**src/rtl/mem_arbiter.sv**
```systemverilog
// Two-port core-memory arbiter: grants the data-break or CPU requester one
// read/restore memory cycle (read, write or increment) and runs the handshake.
module mem_arbiter #(
    parameter logic [7:0] TIMEOUT = 8'd200
) (
    input  logic        clk,
    input  logic        reset,
    input  logic        cpu_req,
    input  logic [1:0]  cpu_op,
    input  logic [14:0] cpu_addr,
    input  logic [11:0] cpu_wdata,
    output logic        cpu_ack,
    input  logic        brk_req,
    input  logic [1:0]  brk_op,
    input  logic [14:0] brk_addr,
    input  logic [11:0] brk_wdata,
    output logic        brk_ack,
    output logic [11:0] rdata,
    output logic        busy,
    output logic        timeout_err,
    output logic        mem_start,
    input  logic        mem_done_n,
    input  logic        strobe_n,
    output logic [14:0] mem_addr,
    output logic [11:0] mem_wdata,
    input  logic [11:0] mem_rdata
);

    typedef enum logic [2:0] {
        IDLE    = 3'd0,
        ARM     = 3'd1,
        SENSE   = 3'd2,
        RESTORE = 3'd3,
        RELEASE = 3'd4
    } state_t;

    localparam logic [1:0] OP_READ  = 2'b00;
    localparam logic [1:0] OP_WRITE = 2'b01;
    localparam logic [1:0] OP_INC   = 2'b10;

    state_t      state, state_nxt;
    logic        sel_brk;
    logic [1:0]  op_q;
    logic        aborted;
    logic [7:0]  tmo_cnt;
    logic        grant;
    logic        capture;

    function automatic logic [11:0] inc_wrap(input logic [11:0] v);
        return v + 12'd1;
    endfunction

    function automatic logic [1:0] norm_op(input logic [1:0] op);
        return (op == 2'b11) ? OP_READ : op;
    endfunction

    assign grant   = (state == IDLE) && (brk_req || cpu_req);
    assign capture = (state == SENSE) && !strobe_n && !timeout_err;

    always_ff @(posedge clk or posedge reset) begin
        if (reset) state <= IDLE;
        else       state <= state_nxt;
    end

    always_comb begin
        state_nxt   = state;
        mem_start   = 1'b0;
        busy        = 1'b1;
        cpu_ack     = 1'b0;
        brk_ack     = 1'b0;
        timeout_err = 1'b0;
        case (state)
            IDLE: begin
                busy = 1'b0;
                if (brk_req || cpu_req) state_nxt = ARM;
            end
            ARM, SENSE, RESTORE: begin
                mem_start = 1'b1;
                // Abort wins over any handshake progress in the same cycle.
                if (tmo_cnt == TIMEOUT) begin
                    timeout_err = 1'b1;
                    state_nxt   = RELEASE;
                end else if (state == ARM && mem_done_n) begin
                    state_nxt = SENSE;
                end else if (state == SENSE && !strobe_n) begin
                    state_nxt = RESTORE;
                end else if (state == RESTORE && !mem_done_n) begin
                    state_nxt = RELEASE;
                end
            end
            RELEASE: begin
                cpu_ack   = !aborted && !sel_brk;
                brk_ack   = !aborted && sel_brk;
                state_nxt = IDLE;
            end
            default: state_nxt = IDLE;
        endcase
    end

    always_ff @(posedge clk or posedge reset) begin
        if (reset) begin
            sel_brk   <= 1'b0;
            op_q      <= OP_READ;
            aborted   <= 1'b0;
            tmo_cnt   <= 8'd0;
            mem_addr  <= 15'd0;
            mem_wdata <= 12'd0;
            rdata     <= 12'd0;
        end else begin
            if (grant) begin
                sel_brk   <= brk_req;
                op_q      <= norm_op(brk_req ? brk_op : cpu_op);
                mem_addr  <= brk_req ? brk_addr : cpu_addr;
                mem_wdata <= brk_req ? brk_wdata : cpu_wdata;
                aborted   <= 1'b0;
                tmo_cnt   <= 8'd0;
            end else if (mem_start) begin
                tmo_cnt <= tmo_cnt + 8'd1;
            end
            if (timeout_err) aborted <= 1'b1;
            // Reads restore the sensed word; increments restore it plus one.
            if (capture) begin
                rdata <= mem_rdata;
                if (op_q == OP_READ)     mem_wdata <= mem_rdata;
                else if (op_q == OP_INC) mem_wdata <= inc_wrap(mem_rdata);
            end
        end
    end

endmodule

```
**config.mk**
```make
export PLATFORM = sky130hd
export DESIGN_NAME = mem_arbiter
export DESIGN_NICKNAME = d
export VERILOG_FILES = /design/src/rtl/mem_arbiter.sv
export SDC_FILE = /design/constraint.sdc
export NUM_CORES = 1
export LEC_CHECK = 0
export ABC_AREA = 0
export ABC_CLOCK_PERIOD_IN_PS = 3100
export CELL_PAD_IN_SITES_DETAIL_PLACEMENT = 0
export CELL_PAD_IN_SITES_GLOBAL_PLACEMENT = 2
export CORE_ASPECT_RATIO = 1.2
export CORE_MARGIN = 5
export CORE_UTILIZATION = 27
export CTS_CLUSTER_DIAMETER = 150
export DETAILED_ROUTE_END_ITERATION = 12
export PLACE_DENSITY_LB_ADDON = 0.1
export SLEW_MARGIN = 10
export SYNTH_ARGS = -nofsm -noshare
export SYNTH_HDL_FRONTEND = slang
export SYNTH_SLANG_ARGS = --single-unit
```
**constraint.sdc**
```tcl
create_clock -name clk -period 3.1 [get_ports clk]
set_input_delay 0.62 -clock clk [delete_from_list [all_inputs] [get_ports clk]]
set_output_delay 0.62 -clock clk [all_outputs]
set_load 0.01 [all_outputs]
```
==> summary.md <==
| Metric | Value |
|---|---|
| Status | finished, final reports clean |
| Routed length on met2 | 4.37 mm |
| Endpoints failing setup | 0 |
| Minimum setup slack after placement | 0.333 ns |
| Max Clk Rate | 346 MHz |
| Relative slew slack | 61.0% |
| Clk_skew | 0.00775 ns |
| Xor/xnor cell area share of the yosys netlist | 5.11% |
| Reg area | 1350 µm² |
| H-tree levels | 2 |
| Clock sink total | 54 |
| Class of the worst hold path | flip-flop to flip-flop |
| Total GRT Usage | 13.3% |
| DRT met1 WL | 3.40 mm |
| Cts repair resizes | 0 |
| Largest family of logic cells by synthesized area | multiplexers |
| Mux contribution to synthesized area | 19.5% |
| Post-synthesis compound-gate area fraction | 8.77% |
| Hold depth | 2 |
| IO Port Bufs | 119 |
| Area share of fa/ha/maj cells after synthesis | 1.29% |
| Vias after detailed routing | 2464 |
| Switching Fraction | 34.7% |
| Routed len/inst | 16.2 µm |
| Clk buf depth | 2 |
| Simple-Gate Fraction of Synth Area | 14.7% |
| Total CTS buffers | 5 |
| Reg clk slew, reported paths | 0.06 ns |
| CP Depth | 6 |
| Overflow after GRT | 0 |
| Die ar. | 13000 µm² |
| Syn_area_per_cell | 10.4 µm² |
| Asr flop ratio synth | 100% |
| Area Overhead vs Synth | 51.3% |
| Crit-path leading delay family | simple AND/OR/NAND/NOR gates |
| RSZ-0062 raised after global routing | no |
| Final WS setup | 0.210 ns |
| Clk Latency, worst-skew pair | 0.29 ns |
| Post-Route Utilization | 41.9% |
| DRT iter0 DRCs | 46 |
| Vias in the first global route | 2675 |
| Post-synth top area cell | dfrtp_1 |
| Critical Path Max Stage Delay | 0.57 ns |
| Period utilization | 93.2% |
| Fin area | 4400 µm² |
| Worst Setup End Kind | output pin |
| Worst VDD drop | 0.316 mV |
| Maxcap violations | 0 |
| Unique masters post-synth | 37 |
| Nets | 474 |
| Final WL | 8.52 mm |
| Final HPWL DP | 6.70 mm |
| CP max-delay cell | clkdlybuf4s50_1 |
| Top-area cell type share of the netlist area | 46.4% |
| Postcts setup bufs | 0 |
| FF-to-FF path depth | 4 |
| Post-DR vias/cell | 4.68 |
| Pwr dens | 792 nW/µm² |
| Cell Chain, Critical Path | inv_1 -> ha_1 -> nor4bb_2 -> nand4_1 -> nor3_2 -> clkdlybuf4s50_1 |
| #FFs+latches synth | 54 |
| Synth top area cells | dfrtp_1 (46%), mux2i_1 (14%), nand2_1 (3.9%), o21ai_0 (3.4%), nor3_1 (3.3%) |
| Clk pwr share | 16.0% |
| Share of cells above drive strength 1 | 8.33% |
| Synthesized area | 2910 µm² |
| CTS tree | built |
| Initial core utilization | 27.7% |
| CTS Root Buffer Type | clkbuf_16 |
| Top Ports | 120 |
| Routed Antenna Nets | 0 |
| Setup TNS after final layout | 0 ns |
| Crit path DAT | 2.27 ns |
| Endpoints failing hold | 0 |
| EDFF count, synth | 0 |
| Gate power share | 48.2% |
| Core area | 10500 µm² |
| CP bufs+invs | 2 |
| Fill cells | 1024 |
| First-pass GRT wire length | 13.9 mm |
| Max FO, Critical Path | 6 |
| Standard-cell rows | 41 |
| Most frequent cell after synthesis | dfrtp_1 |
| Die width | 105 µm |
| Hold buffer count at cts | 0 |
| Final Wtd Congestion | 0.752 |
| Required @ worst endpoint | 2.48 ns |
| CP Class | flip-flop to output pin |
| Placed cell count | 517 |
| Leak | 1.86 nW |
| Internal power | 2.28 mW |
| Most used flip-flop cell after synthesis | dfrtp_1 |
| Startpoint Class | flip-flop |
| Post-DP Area | 4240 µm² |
| Drc violations | 0 |
| Synth warn | 0 |
| Layout Cells excl Fill | 526 |
| Sequential share of the synthesized area | 46.4% |
| Die H | 124 µm |
| Final Max Slew Viols | 0 |
| Met3 wire len | 594 µm |
| Fin crit period | 2.89 ns |
| Drt pass-1 iters | 4 |
| Post-Syn Nets | 359 |
| Max layer used | met4 |
| Cells after synthesis | 280 |
| Slew of the pin with the lowest slew margin | 0.580 ns |
| Initial antenna violation count | 1 |
| Net Sw Power | 1.21 mW |
| Reg power frac | 35.8% |
| Area of the multi-input gates | 1460 µm² |
| Pin count of the biggest net entering global routing | 51 |
| Synth cell count leaders | dfrtp_1 (54), mux2i_1 (42), nand2_1 (30) |
cell usage in the layout (no fill, tap or decap), drive strengths merged:
cell	n
clkdlybuf4s50	118
dfrtp	54
mux2i	42
nand2	30
o21ai	20
nor3	19
a21oi	14
nor2	14
mux2	11
xnor2	9
xor2	8
nand3	7
nand4	7
inv	7
clkbuf	7
buf	7
ha	3
and3	2
o21a	2
diode	1
o21ba	1
nor4bb	1
a21o	1
o31ai	1
a22o	1
or4b	1
a41o	1
o22ai	1
and2b	1
nor3b	1
nor4	1
a221oi	1
and2	1
and4	1
clkinv	1
logic make-up after synthesis:
family | count (synthesis)
flops | 54
xor+xnor | 17
mux | 53
fa+ha+maj | 3
buf+inv | 24
compound gates | 43
simple gates | 86
flip-flops by register name (all words and copies together) (netlist names):
register and count:
sel_brk 1, aborted 1, state 3, mem_wdata 12, op_q 2, tmo_cnt 8
rdata 12, mem_addr 15
worst reg2reg max path, cell delays in order (launching register included):
cell and delay (ns):
dfrtp_1 0.48, or4b_4 0.58, a41o_4 0.36, nor2_8 0.28
mux2i_1 0.23
per-layer routing:
metal	up-vias	GRT usage, %
met5	-	0
met4	0	3.60
met3	11	4.51
met2	74	24.0
met1	1162	15.0
li1	1217	-
power groups by stage:
stage	registers, mW	logic [mW]	clock network [mW]
3_3_place_gp	1.25	1.71	0
4_1_cts	1.25	1.72	0.581
6_report	1.25	1.68	0.557
3_5_place_dp	1.26	1.71	0
2_1_floorplan	1.32	0.766	0
5_1_grt	1.30	1.86	0.611
area by class of cell:
type / instances / share of cell area, %
diodes: 1 / 0.0568
well taps: 129 / 3.66
clock buffers: 7 / 3.24
clock inverters: 1 / 0.114
flip-flops and latches: 54 / 30.7
multi-input cells: 202 / 33.1
inverters: 7 / 0.597
repair buffers: 125 / 28.5
stage by stage:
| step | hold WS, ns | total power, mW |
|---|---|---|
| after detailed placement | 0.471 | 2.97 |
| final | 0.480 | 3.49 |
| after floorplan | 0.475 | 2.09 |
| after CTS | 0.487 | 3.55 |
| after global routing | 0.518 | 3.76 |
| after global placement | 0.464 | 2.95 |
final timing paths:
check                                   startpoint                 endpoint  slack [ns]
min reg2reg                mem_addr[8]$_DFFE_PP0N_  mem_addr[8]$_DFFE_PP0N_        0.48
max                         tmo_cnt[0]$_DFFE_PP0P_              timeout_err        0.21
max reg2reg                   state[2]$_DFFE_PP0P_   mem_wdata[5]$_DFF_PP0_        1.11
max in group asynchronous                    reset   mem_wdata[3]$_DFF_PP0_        2.09
min                        mem_addr[8]$_DFFE_PP0N_  mem_addr[8]$_DFFE_PP0N_        0.48
min in group asynchronous                    reset     state[1]$_DFFE_PP0P_        0.53
(Power assumes the default switching activity.)
